$ cat src/rtl/adder_op_sequencer.sv
// Handshaked operation sequencer that drives an external N-bit ripple-carry adder.
// Supports ADD, SUB, and accumulate variants. It registers the adder output together with the C/V/Z/N flags.
module adder_op_sequencer #(
  parameter int N = 8
) (
  input  logic         clk,
  input  logic         rst,
  input  logic         in_valid,
  output logic         in_ready,
  input  logic [1:0]   op,
  input  logic [N-1:0] opa,
  input  logic [N-1:0] opb,
  output logic [N-1:0] add_a,
  output logic [N-1:0] add_b,
  output logic         add_cin,
  input  logic [N-1:0] add_sum,
  input  logic         add_cout,
  output logic         out_valid,
  input  logic         out_ready,
  output logic [N-1:0] result,
  output logic         flag_c,
  output logic         flag_v,
  output logic         flag_z,
  output logic         flag_n,
  output logic [N-1:0] acc
);

  typedef enum logic [1:0] {
    IDLE = 2'd0,
    EXEC = 2'd1,
    DONE = 2'd2
  } state_t;

  state_t state, state_nxt;
  logic   accept;
  logic   sum_ovf;

  assign accept = (state == IDLE) && in_valid;

  // add_b already holds ~opb for subtracts, so a single rule covers both directions.
  assign sum_ovf = (add_a[N-1] == add_b[N-1]) && (add_sum[N-1] != add_a[N-1]);

  always_comb begin
    state_nxt = state;
    in_ready  = 1'b0;
    out_valid = 1'b0;
    case (state)
      IDLE: begin
        in_ready = !rst;
        if (in_valid) state_nxt = EXEC;
      end
      EXEC: state_nxt = DONE;
      DONE: begin
        out_valid = 1'b1;
        if (out_ready) state_nxt = IDLE;
      end
      default: state_nxt = IDLE;
    endcase
  end

  always_ff @(posedge clk) begin
    if (rst) begin
      state   <= IDLE;
      add_a   <= '0;
      add_b   <= '0;
      add_cin <= 1'b0;
      result  <= '0;
      acc     <= '0;
      flag_c  <= 1'b0;
      flag_v  <= 1'b0;
      flag_z  <= 1'b0;
      flag_n  <= 1'b0;
    end else begin
      state <= state_nxt;
      if (accept) begin
        add_a   <= op[1] ? acc : opa;
        add_b   <= op[0] ? ~opb : opb;
        add_cin <= op[0];
      end
      // The accumulator tracks every completed op, independent of the consumer.
      if (state == EXEC) begin
        result <= add_sum;
        acc    <= add_sum;
        flag_c <= add_cout;
        flag_v <= sum_ovf;
        flag_z <= (add_sum == '0);
        flag_n <= add_sum[N-1];
      end
    end
  end

endmodule

$ cat config.mk
export PLATFORM = sky130hd
export DESIGN_NAME = adder_op_sequencer
export DESIGN_NICKNAME = d
export VERILOG_FILES = /design/src/rtl/adder_op_sequencer.sv
export SDC_FILE = /design/constraint.sdc
export NUM_CORES = 1
export LEC_CHECK = 0
export CAP_MARGIN = 20
export CORE_UTILIZATION = 42
export DETAILED_ROUTE_END_ITERATION = 12
export GPL_ROUTABILITY_DRIVEN = 1
export GPL_TIMING_DRIVEN = 0
export PLACE_DENSITY = 0.84
export SYNTH_ARGS = -nofsm -noshare
export SYNTH_HDL_FRONTEND = slang
export SYNTH_SLANG_ARGS = --single-unit
$ cat constraint.sdc
create_clock -name clk -period 3.61 [get_ports clk]
set_clock_uncertainty 0.15 [all_clocks]
set_input_delay 0.722 -clock clk [delete_from_list [all_inputs] [get_ports clk]]
set_output_delay 0.722 -clock clk [all_outputs]
set_load 0.1 [all_outputs]
==> report_table.html, run 1 <==
<table>
<tr><th>Metric</th><th>Value</th></tr>
<tr><th colspan="2">Synthesis</th></tr>
<tr><td>Count of state elements after synthesis</td><td>30</td></tr>
<tr><td>Number of warnings issued by yosys</td><td>0</td></tr>
<tr><td>Synth unique cells</td><td>21</td></tr>
<tr><td>Biggest area consumer among synthesized cells</td><td>sky130_fd_sc_hd__dfxtp_1</td></tr>
<tr><td>Syn_nets</td><td>roughly 180</td></tr>
<tr><td>Dominant cells by area after synthesis</td><td>sky130_fd_sc_hd__dfxtp_1 44%, sky130_fd_sc_hd__a211oi_2 13%, sky130_fd_sc_hd__mux2i_1 6.6%</td></tr>
<tr><td>Portion of synthesized cell area occupied by the leading cell type</td><td>0.438</td></tr>
<tr><td>Gate count after technology mapping</td><td>144</td></tr>
<tr><td>Share of the yosys chip area belonging to registers</td><td>0.438</td></tr>
<tr><td>Synthesized cell area</td><td>roughly 1400 um^2</td></tr>
<tr><td>Mapped Avg Cell Area</td><td>about 9.5 um^2</td></tr>
<tr><th colspan="2">STA</th></tr>
<tr><td>Final cycle utilization of the critical path</td><td>0.936</td></tr>
<tr><td>Final slew viol count</td><td>0</td></tr>
<tr><td>Setup violators final</td><td>0</td></tr>
<tr><td>Worst-Margin Slew</td><td>~1000 ps</td></tr>
<tr><td>Final Hold Fails</td><td>0</td></tr>
<tr><td>Setup TNS</td><td>0 ps</td></tr>
<tr><td>RSZ-0062 raised after global routing</td><td>no</td></tr>
<tr><td>Maximum clock frequency</td><td>around 0.3 GHz</td></tr>
<tr><td>Crit path time final</td><td>~3400 ps</td></tr>
<tr><td>Max-slew headroom at the worst pin</td><td>0.334</td></tr>
<tr><th colspan="2">Worst setup path</th></tr>
<tr><td>Arrival time of the worst setup path</td><td>between 2000 and 3000 ps</td></tr>
<tr><td>Critical path start-end classification</td><td>input pin to primary output</td></tr>
<tr><td>Critical path peak fanout</td><td>3</td></tr>
<tr><td>Crit path buffers/inverters</td><td>2</td></tr>
<tr><td>Critical-path cell list</td><td>clkdlybuf4s50_1, nor3_2, clkdlybuf4s50_1</td></tr>
<tr><td>Setup crit end kind</td><td>primary output</td></tr>
<tr><td>Startpoint type of the worst setup path</td><td>input pin</td></tr>
<tr><td>Critical Path Max Stage Delay</td><td>between 1000 and 1500 ps</td></tr>
<tr><td>Worst-path cell with the longest stage delay</td><td>sky130_fd_sc_hd__clkdlybuf4s50_1</td></tr>
<tr><td>Largest delay contributor family on the critical path</td><td>buffers and inverters</td></tr>
<tr><td>Most Frequent Cell on Critical Path</td><td>sky130_fd_sc_hd__clkdlybuf4s50_1</td></tr>
<tr><td>Worst endpoint required time</td><td>~2700 ps</td></tr>
<tr><th colspan="2">Pwr</th></tr>
<tr><td>Worst voltage drop across the vdd grid</td><td>around 0.33 mV</td></tr>
<tr><td>Areal power density over the cells</td><td>about 460 nW/um^2</td></tr>
<tr><td>Leak pwr</td><td>slightly above 0.8 nW</td></tr>
<tr><th colspan="2">Final layout</th></tr>
<tr><td>Leading cell type in the layout, fill and taps excluded</td><td>sky130_fd_sc_hd__clkdlybuf4s50_1</td></tr>
<tr><td>Area occupied by multi-input gates</td><td>roughly 650 um^2</td></tr>
<tr><td>Area grow syn2layout</td><td>57.7%</td></tr>
<tr><td>Nets</td><td>roughly 250</td></tr>
<tr><td>Layout Cells excl Fill</td><td>approximately 260</td></tr>
<tr><td>Filler cell count</td><td>~250</td></tr>
<tr><td>Reg area</td><td>601 um^2</td></tr>
<tr><td>Share of cells above drive strength 1</td><td>0.183</td></tr>
<tr><td>Most used cells in the layout excluding fill and tap cells</td><td>67 x sky130_fd_sc_hd__clkdlybuf4s50_1, 30 x sky130_fd_sc_hd__dfxtp_1, 19 x sky130_fd_sc_hd__nor2_1, 19 x sky130_fd_sc_hd__nand2_1, 14 x sky130_fd_sc_hd__a211oi_2</td></tr>
<tr><td>Number of diodes</td><td>0</td></tr>
<tr><th colspan="2">Clock tree</th></tr>
<tr><td>Clock root buffer master</td><td>sky130_fd_sc_hd__clkbuf_4</td></tr>
<tr><td>Number of hold-repair buffers added at the cts stage</td><td>0</td></tr>
<tr><td>TritonCTS buffer count</td><td>5</td></tr>
<tr><td>Clock Path Buffers</td><td>2</td></tr>
<tr><td>Post-CTS setup-driven buffer insertion count</td><td>0</td></tr>
<tr><td>Number of sinks on the clock net</td><td>30</td></tr>
<tr><td>TritonCTS clock tree</td><td>done</td></tr>
<tr><td>Number of cells upsized or downsized after cts</td><td>0</td></tr>
<tr><td>Clk Latency, worst-skew pair</td><td>between 300 and 400 ps</td></tr>
<tr><td>H-tree depth</td><td>2</td></tr>
<tr><td>Clock input transition at the sequential cells of the worst setup and hold paths</td><td>~100 ps</td></tr>
<tr><th colspan="2">Global routing</th></tr>
<tr><td>Global-route wire length before repair</td><td>approximately 5800 um</td></tr>
<tr><td>Number of global-route vias before repair</td><td>1283</td></tr>
<tr><td>Largest net degree at the start of global routing</td><td>11</td></tr>
<tr><td>All-layer global routing usage</td><td>0.222</td></tr>
<tr><td>Remaining global-route overflow</td><td>0</td></tr>
<tr><td>Antenna violations before repair</td><td>0</td></tr>
<tr><th colspan="2">Place</th></tr>
<tr><td>Number of buffers inserted by port buffering</td><td>67</td></tr>
<tr><td>Number of placed instances with taps included</td><td>about 260</td></tr>
<tr><td>Half-perimeter wire length after placement</td><td>around 2800 um</td></tr>
<tr><td>Final weighted congestion in routability-driven placement</td><td>roughly 0.84</td></tr>
<tr><th colspan="2">Routing</th></tr>
<tr><td>Detail-routed net length per standard cell</td><td>~13 um</td></tr>
<tr><td>Post-DR vias/cell</td><td>between 4 and 5</td></tr>
<tr><td>Detailed Route Iter0 Violations</td><td>50</td></tr>
<tr><td>Count of antenna-violating nets left after detailed routing</td><td>0</td></tr>
<tr><td>Vias after detailed routing</td><td>between 1000 and 1500</td></tr>
<tr><td>Total Routed Length</td><td>between 3000 and 4000 um</td></tr>
<tr><td>Final routed DRC violation total</td><td>0</td></tr>
<tr><td>Number of iterations in the first detailed-routing pass</td><td>4</td></tr>
<tr><th colspan="2">Min path</th></tr>
<tr><td>Type of the worst min-delay path</td><td>register to register</td></tr>
<tr><th colspan="2">Floorplan</th></tr>
<tr><td>Die Height</td><td>59.1 um</td></tr>
<tr><td>Initial core utilization</td><td>0.446</td></tr>
<tr><td>Width of the die</td><td>59.1 um</td></tr>
<tr><td>Rows</td><td>20</td></tr>
<tr><td>Count of boundary I/O pins</td><td>70</td></tr>
<tr><td>Core area</td><td>just over 3000 um^2</td></tr>
<tr><td>Die Footprint</td><td>approximately 3500 um^2</td></tr>
<tr><th colspan="2">Run</th></tr>
<tr><td>Max-cap violations</td><td>0</td></tr>
<tr><th colspan="2">Status</th></tr>
<tr><td>Outcome</td><td>finished, final reports clean</td></tr>
</table>
[cells by family (layout without fill, tap and decap cells)]
group	after synthesis	after routing	synth area share
AO/OA/AOI/OAI	28	28	0.185
flip-flops	30	30	0.438
AND/OR/NAND/NOR	50	50	0.165
XOR/XNOR	8	8	0.0511
multiplexers	9	9	0.0657
buffers and inverters	19	94	0.0949
[cell usage after synthesis, drive strengths merged]
cell type / instances
dfxtp: 30
nand2: 19
nor2: 19
a211oi: 16
buf: 16
a21oi: 11
mux2i: 9
xnor2: 8
clkbuf: 3
nor2b: 3
nand2b: 2
nor3: 2
nor4: 2
a221oi: 1
and2: 1
nand3: 1
nor3b: 1
[cell type report]
| type | count | share of cell area |
|---|---|---|
| clock inverters | 1 | 0.00231 |
| well taps | 44 | 0.0255 |
| clock buffers | 7 | 0.0255 |
| multi-input cells | 95 | 0.299 |
| plain buffers | 19 | 0.0602 |
| flip-flops and latches | 30 | 0.278 |
| repair buffers | 67 | 0.310 |
[worst register-to-register path, delay by kind of cell (launching register included)]
kind / cells / cell delay [ps]
AO/OA/AOI/OAI: 1 / 200
AND/OR/NAND/NOR: 2 / 430
flip-flops: 1 / 380
buffers and inverters: 1 / 210
[routing by layer]
metal / vias up / share of wire / GRT usage
met3: 3 / 0.076 / 0.0852
met2: 53 / 0.49 / 0.398
met1: 595 / 0.43 / 0.251
li1: 628 / - / -
met4: 0 / 0.0048 / 0.0408
met5: - / 0 / 0
[stage by stage]
step                      power [mW]  hold WS, ps  area [um^2]   util  setup slack (ps)
after floorplan                0.683          479         1380      -               838
after global placement         0.785          294         2100  0.683               258
after detailed placement       0.792          300         2100  0.683               224
after CTS                      0.999          314         2160  0.702               208
after global routing            1.03          348         2160  0.702               140
final                          0.992          311         2160  0.702               232
[power by group]
| group | internal [mW] | total, mW | leakage, nW | switching [mW] |
|---|---|---|---|---|
| combinational | 0.121 | 0.409 | 0.523 | 0.288 |
| sequential | 0.355 | 0.375 | 0.247 | 0.0191 |
| clock | 0.0943 | 0.209 | 0.0353 | 0.114 |
| total | 0.570 | 0.992 | 0.805 | 0.422 |
[sequential cells by signal, indices dropped and copies added, names as in the netlist]
| signal | count |
|---|---|
| acc | 7 |
| add_a | 8 |
| add_b | 8 |
| add_cin | 1 |
| flag_c | 1 |
| flag_n | 1 |
| flag_v | 1 |
| flag_z | 1 |
| state | 2 |
[final timing paths]
check                           slack, ps  cells after the start                     to                  start
worst max-delay path                  230                      3               in_ready                    rst
worst min-delay path                  310                      2    flag_z$_SDFFE_PP0N_    flag_z$_SDFFE_PP0N_
worst max register to register       2160                      4  add_a[4]$_SDFFE_PP0P_  state[0]$_SDFFE_PP0P_
worst min register to register        310                      2    flag_z$_SDFFE_PP0N_    flag_z$_SDFFE_PP0N_
(Power assumes the default switching activity.)
==> inputs of run 2 (changes only) <==
- SLEW_MARGIN: default -> 20
==> results of run 2 <==
The final DEF is identical to that of run 1; final timing and power are the same.
==> inputs of run 3 (changes only) <==
- CORE_UTILIZATION: 42 -> 39
- PLACE_DENSITY: 0.84 -> 0.79
- TNS_END_PERCENT: default -> 1
- clock period: 3.61 -> 3.7 ns (I/O delays scaled with it)
==> run 3 against run 2 <==
Non-clock buffer count did not move. Critical path depth did not move. Power rose by 1.1%. Die area rose by 7.4%. Design area rose by 0.75%. Via count fell by 1.9%. Global-route usage fell by 3.4 points. Clock power rose by 15%. Sequential share of layout area fell by 0.21 points. Worst hold slack got worse by 4.0 ps. Largest power group unchanged. Highest routed layer unchanged.
==> report_table.html, run 3 (synthesis results as in run 1) <==
<table>
<tr><th>Metric</th><th>Value</th></tr>
<tr><th colspan="2">Global routing</th></tr>
<tr><td>Antenna violations before repair</td><td>0</td></tr>
<tr><td>All-layer global routing usage</td><td>0.188</td></tr>
<tr><td>Largest net degree at the start of global routing</td><td>11</td></tr>
<tr><td>Remaining global-route overflow</td><td>0</td></tr>
<tr><td>Global-route wire length before repair</td><td>between 5000 and 6000 um</td></tr>
<tr><td>Number of global-route vias before repair</td><td>between 1000 and 1500</td></tr>
<tr><th colspan="2">Floorplan</th></tr>
<tr><td>Core area</td><td>between 3000 and 4000 um^2</td></tr>
<tr><td>Die Footprint</td><td>between 3000 and 4000 um^2</td></tr>
<tr><td>Initial core utilization</td><td>0.408</td></tr>
<tr><td>Count of boundary I/O pins</td><td>70</td></tr>
<tr><td>Width of the die</td><td>around 61 um</td></tr>
<tr><td>Die Height</td><td>roughly 61 um</td></tr>
<tr><td>Rows</td><td>21</td></tr>
<tr><th colspan="2">Pwr</th></tr>
<tr><td>Int Power</td><td>approximately 600 uW</td></tr>
<tr><td>Worst voltage drop across the vdd grid</td><td>0.302 mV</td></tr>
<tr><td>Areal power density over the cells</td><td>461 nW/um^2</td></tr>
<tr><td>Sw power</td><td>roughly 400 uW</td></tr>
<tr><td>Part of the power in the clock network</td><td>0.240</td></tr>
<tr><td>Sequential cell fraction of total power</td><td>0.363</td></tr>
<tr><td>Combinational fraction of design power</td><td>0.396</td></tr>
<tr><td>Switching Fraction</td><td>0.408</td></tr>
<tr><td>Leak pwr</td><td>0.812 nW</td></tr>
<tr><td>Tot Pwr</td><td>~1 mW</td></tr>
<tr><th colspan="2">Routing</th></tr>
<tr><td>Number of iterations in the first detailed-routing pass</td><td>4</td></tr>
<tr><td>Vias after detailed routing</td><td>between 1000 and 1500</td></tr>
<tr><td>Detailed Route Iter0 Violations</td><td>21</td></tr>
<tr><td>Count of antenna-violating nets left after detailed routing</td><td>0</td></tr>
<tr><td>Final routed DRC violation total</td><td>0</td></tr>
<tr><td>Total Routed Length</td><td>about 3500 um</td></tr>
<tr><td>Post-DR vias/cell</td><td>between 4 and 5</td></tr>
<tr><td>Detail-routed net length per standard cell</td><td>approximately 13 um</td></tr>
<tr><th colspan="2">Final layout</th></tr>
<tr><td>Nets</td><td>between 200 and 250</td></tr>
<tr><td>Biggest regs</td><td>add_a: 8 flops, add_b: 8 flops, acc: 7 flops</td></tr>
<tr><td>Finished layout cell area</td><td>between 2000 and 2500 um^2</td></tr>
<tr><td>Share of cells above drive strength 1</td><td>0.183</td></tr>
<tr><td>Filler cell count</td><td>300</td></tr>
<tr><td>Number of diodes</td><td>0</td></tr>
<tr><td>Area grow syn2layout</td><td>58.9%</td></tr>
<tr><td>Most used cells in the layout excluding fill and tap cells</td><td>67 x sky130_fd_sc_hd__clkdlybuf4s50_1, 30 x sky130_fd_sc_hd__dfxtp_1, 19 x sky130_fd_sc_hd__nor2_1, 19 x sky130_fd_sc_hd__nand2_1, 14 x sky130_fd_sc_hd__a211oi_2</td></tr>
<tr><td>Leading cell type in the layout, fill and taps excluded</td><td>sky130_fd_sc_hd__clkdlybuf4s50_1</td></tr>
<tr><th colspan="2">STA</th></tr>
<tr><td>Final slew viol count</td><td>0</td></tr>
<tr><td>Max-slew headroom at the worst pin</td><td>0.338</td></tr>
<tr><td>Final cycle utilization of the critical path</td><td>0.929</td></tr>
<tr><td>Final Hold Fails</td><td>0</td></tr>
<tr><td>Maximum clock frequency</td><td>between 0.2 and 0.3 GHz</td></tr>
<tr><td>Crit path time final</td><td>between 3000 and 4000 ps</td></tr>
<tr><td>RSZ-0062 raised after global routing</td><td>no</td></tr>
<tr><td>Setup TNS</td><td>0 ps</td></tr>
<tr><td>Setup violators final</td><td>0</td></tr>
<tr><td>Worst-Margin Slew</td><td>between 900 and 1000 ps</td></tr>
<tr><td>Smallest setup slack after layout</td><td>263 ps</td></tr>
<tr><th colspan="2">Place</th></tr>
<tr><td>DP Worst Slack</td><td>about 280 ps</td></tr>
<tr><td>Final weighted congestion in routability-driven placement</td><td>around 0.8</td></tr>
<tr><td>Cell area after placement</td><td>between 2000 and 2500 um^2</td></tr>
<tr><td>Number of buffers inserted by port buffering</td><td>67</td></tr>
<tr><td>Half-perimeter wire length after placement</td><td>between 2000 and 3000 um</td></tr>
<tr><th colspan="2">Worst setup path</th></tr>
<tr><td>Arrival time of the worst setup path</td><td>between 2000 and 3000 ps</td></tr>
<tr><td>Critical-path cell list</td><td>clkdlybuf4s50_1, nor3_1, clkdlybuf4s50_1</td></tr>
<tr><td>Worst endpoint required time</td><td>between 2000 and 3000 ps</td></tr>
<tr><td>Critical Path Max Stage Delay</td><td>1180 ps</td></tr>
<tr><td>Critical path start-end classification</td><td>input pin to primary output</td></tr>
<tr><td>Setup crit end kind</td><td>primary output</td></tr>
<tr><td>Worst-path cell with the longest stage delay</td><td>sky130_fd_sc_hd__clkdlybuf4s50_1</td></tr>
<tr><td>Critical path peak fanout</td><td>3</td></tr>
<tr><td>Largest delay contributor family on the critical path</td><td>buffers and inverters</td></tr>
<tr><td>Most Frequent Cell on Critical Path</td><td>sky130_fd_sc_hd__clkdlybuf4s50_1</td></tr>
<tr><td>Crit path buffers/inverters</td><td>2</td></tr>
<tr><td>Startpoint type of the worst setup path</td><td>input pin</td></tr>
<tr><th colspan="2">Clock tree</th></tr>
<tr><td>H-tree depth</td><td>2</td></tr>
<tr><td>Clock root buffer master</td><td>sky130_fd_sc_hd__clkbuf_4</td></tr>
<tr><td>Number of cells upsized or downsized after cts</td><td>0</td></tr>
<tr><td>Post-CTS setup-driven buffer insertion count</td><td>0</td></tr>
<tr><td>Clk Latency, worst-skew pair</td><td>330 ps</td></tr>
<tr><td>TritonCTS clock tree</td><td>done</td></tr>
<tr><td>TritonCTS buffer count</td><td>5</td></tr>
<tr><td>Number of hold-repair buffers added at the cts stage</td><td>0</td></tr>
<tr><td>Clock Path Buffers</td><td>2</td></tr>
<tr><td>Number of sinks on the clock net</td><td>30</td></tr>
<tr><td>Clock input transition at the sequential cells of the worst setup and hold paths</td><td>approximately 90 ps</td></tr>
<tr><th colspan="2">Run</th></tr>
<tr><td>Max-cap violations</td><td>0</td></tr>
<tr><th colspan="2">Min path</th></tr>
<tr><td>Type of the worst min-delay path</td><td>register to register</td></tr>
<tr><th colspan="2">Status</th></tr>
<tr><td>Outcome</td><td>finished, final reports clean</td></tr>
</table>
## run 3: per-stage QoR
| stage | hold WS [ps] | std cells | util |
|---|---|---|---|
| after floorplan | 462 | 144 | - |
| after global placement | 295 | 257 | 0.624 |
| after detailed placement | 297 | 257 | 0.624 |
| after CTS | 310 | 265 | 0.648 |
| after global routing | 325 | 265 | 0.648 |
| final | 307 | 265 | 0.648 |
## run 3: path summary, 6_finish.rpt
path                         start               endpoint  slack [ps]  cells past startpoint
min reg2reg    flag_c$_SDFFE_PP0N_    flag_c$_SDFFE_PP0N_         310                      2
max reg2reg  state[0]$_SDFFE_PP0P_  add_a[5]$_SDFFE_PP0P_        2250                      4
min            flag_c$_SDFFE_PP0N_    flag_c$_SDFFE_PP0N_         310                      2
max                            rst               in_ready         260                      3
## run 3: routing by layer
layer / routed length, um / GRT usage / share of wire
met1: 1490 / 0.220 / 0.43
met5: 0 / 0 / 0
met4: 26 / 0.0682 / 0.0075
met3: 260 / 0.0483 / 0.075
met2: 1680 / 0.331 / 0.49
## run 3: layout make-up
| class | count | area [um^2] | share of cell area |
|---|---|---|---|
| Multi-Input combinational cell | 95 | 641 | 0.294 |
| Timing Repair Buffer | 67 | 671 | 0.308 |
| Clock buffer | 8 | 78.8 | 0.0362 |
| Buffer | 19 | 130 | 0.0597 |
| Sequential cell | 30 | 601 | 0.276 |
| Tap cell | 46 | 57.6 | 0.0264 |
## run 3: power by group through the flow
stage / combinational, mW / sequential [mW] / clock [mW]
2_1_floorplan: 0.135 / 0.531 / 0
3_3_place_gp: 0.395 / 0.371 / 0
3_5_place_dp: 0.399 / 0.371 / 0
4_1_cts: 0.400 / 0.365 / 0.247
5_1_grt: 0.412 / 0.368 / 0.260
6_report: 0.397 / 0.364 / 0.241
## run 3: worst min-delay path: stages (launching register included)
cell and delay, ps:
sky130_fd_sc_hd__dfxtp_1 320, sky130_fd_sc_hd__nand2_1 50, sky130_fd_sc_hd__a21oi_1 50
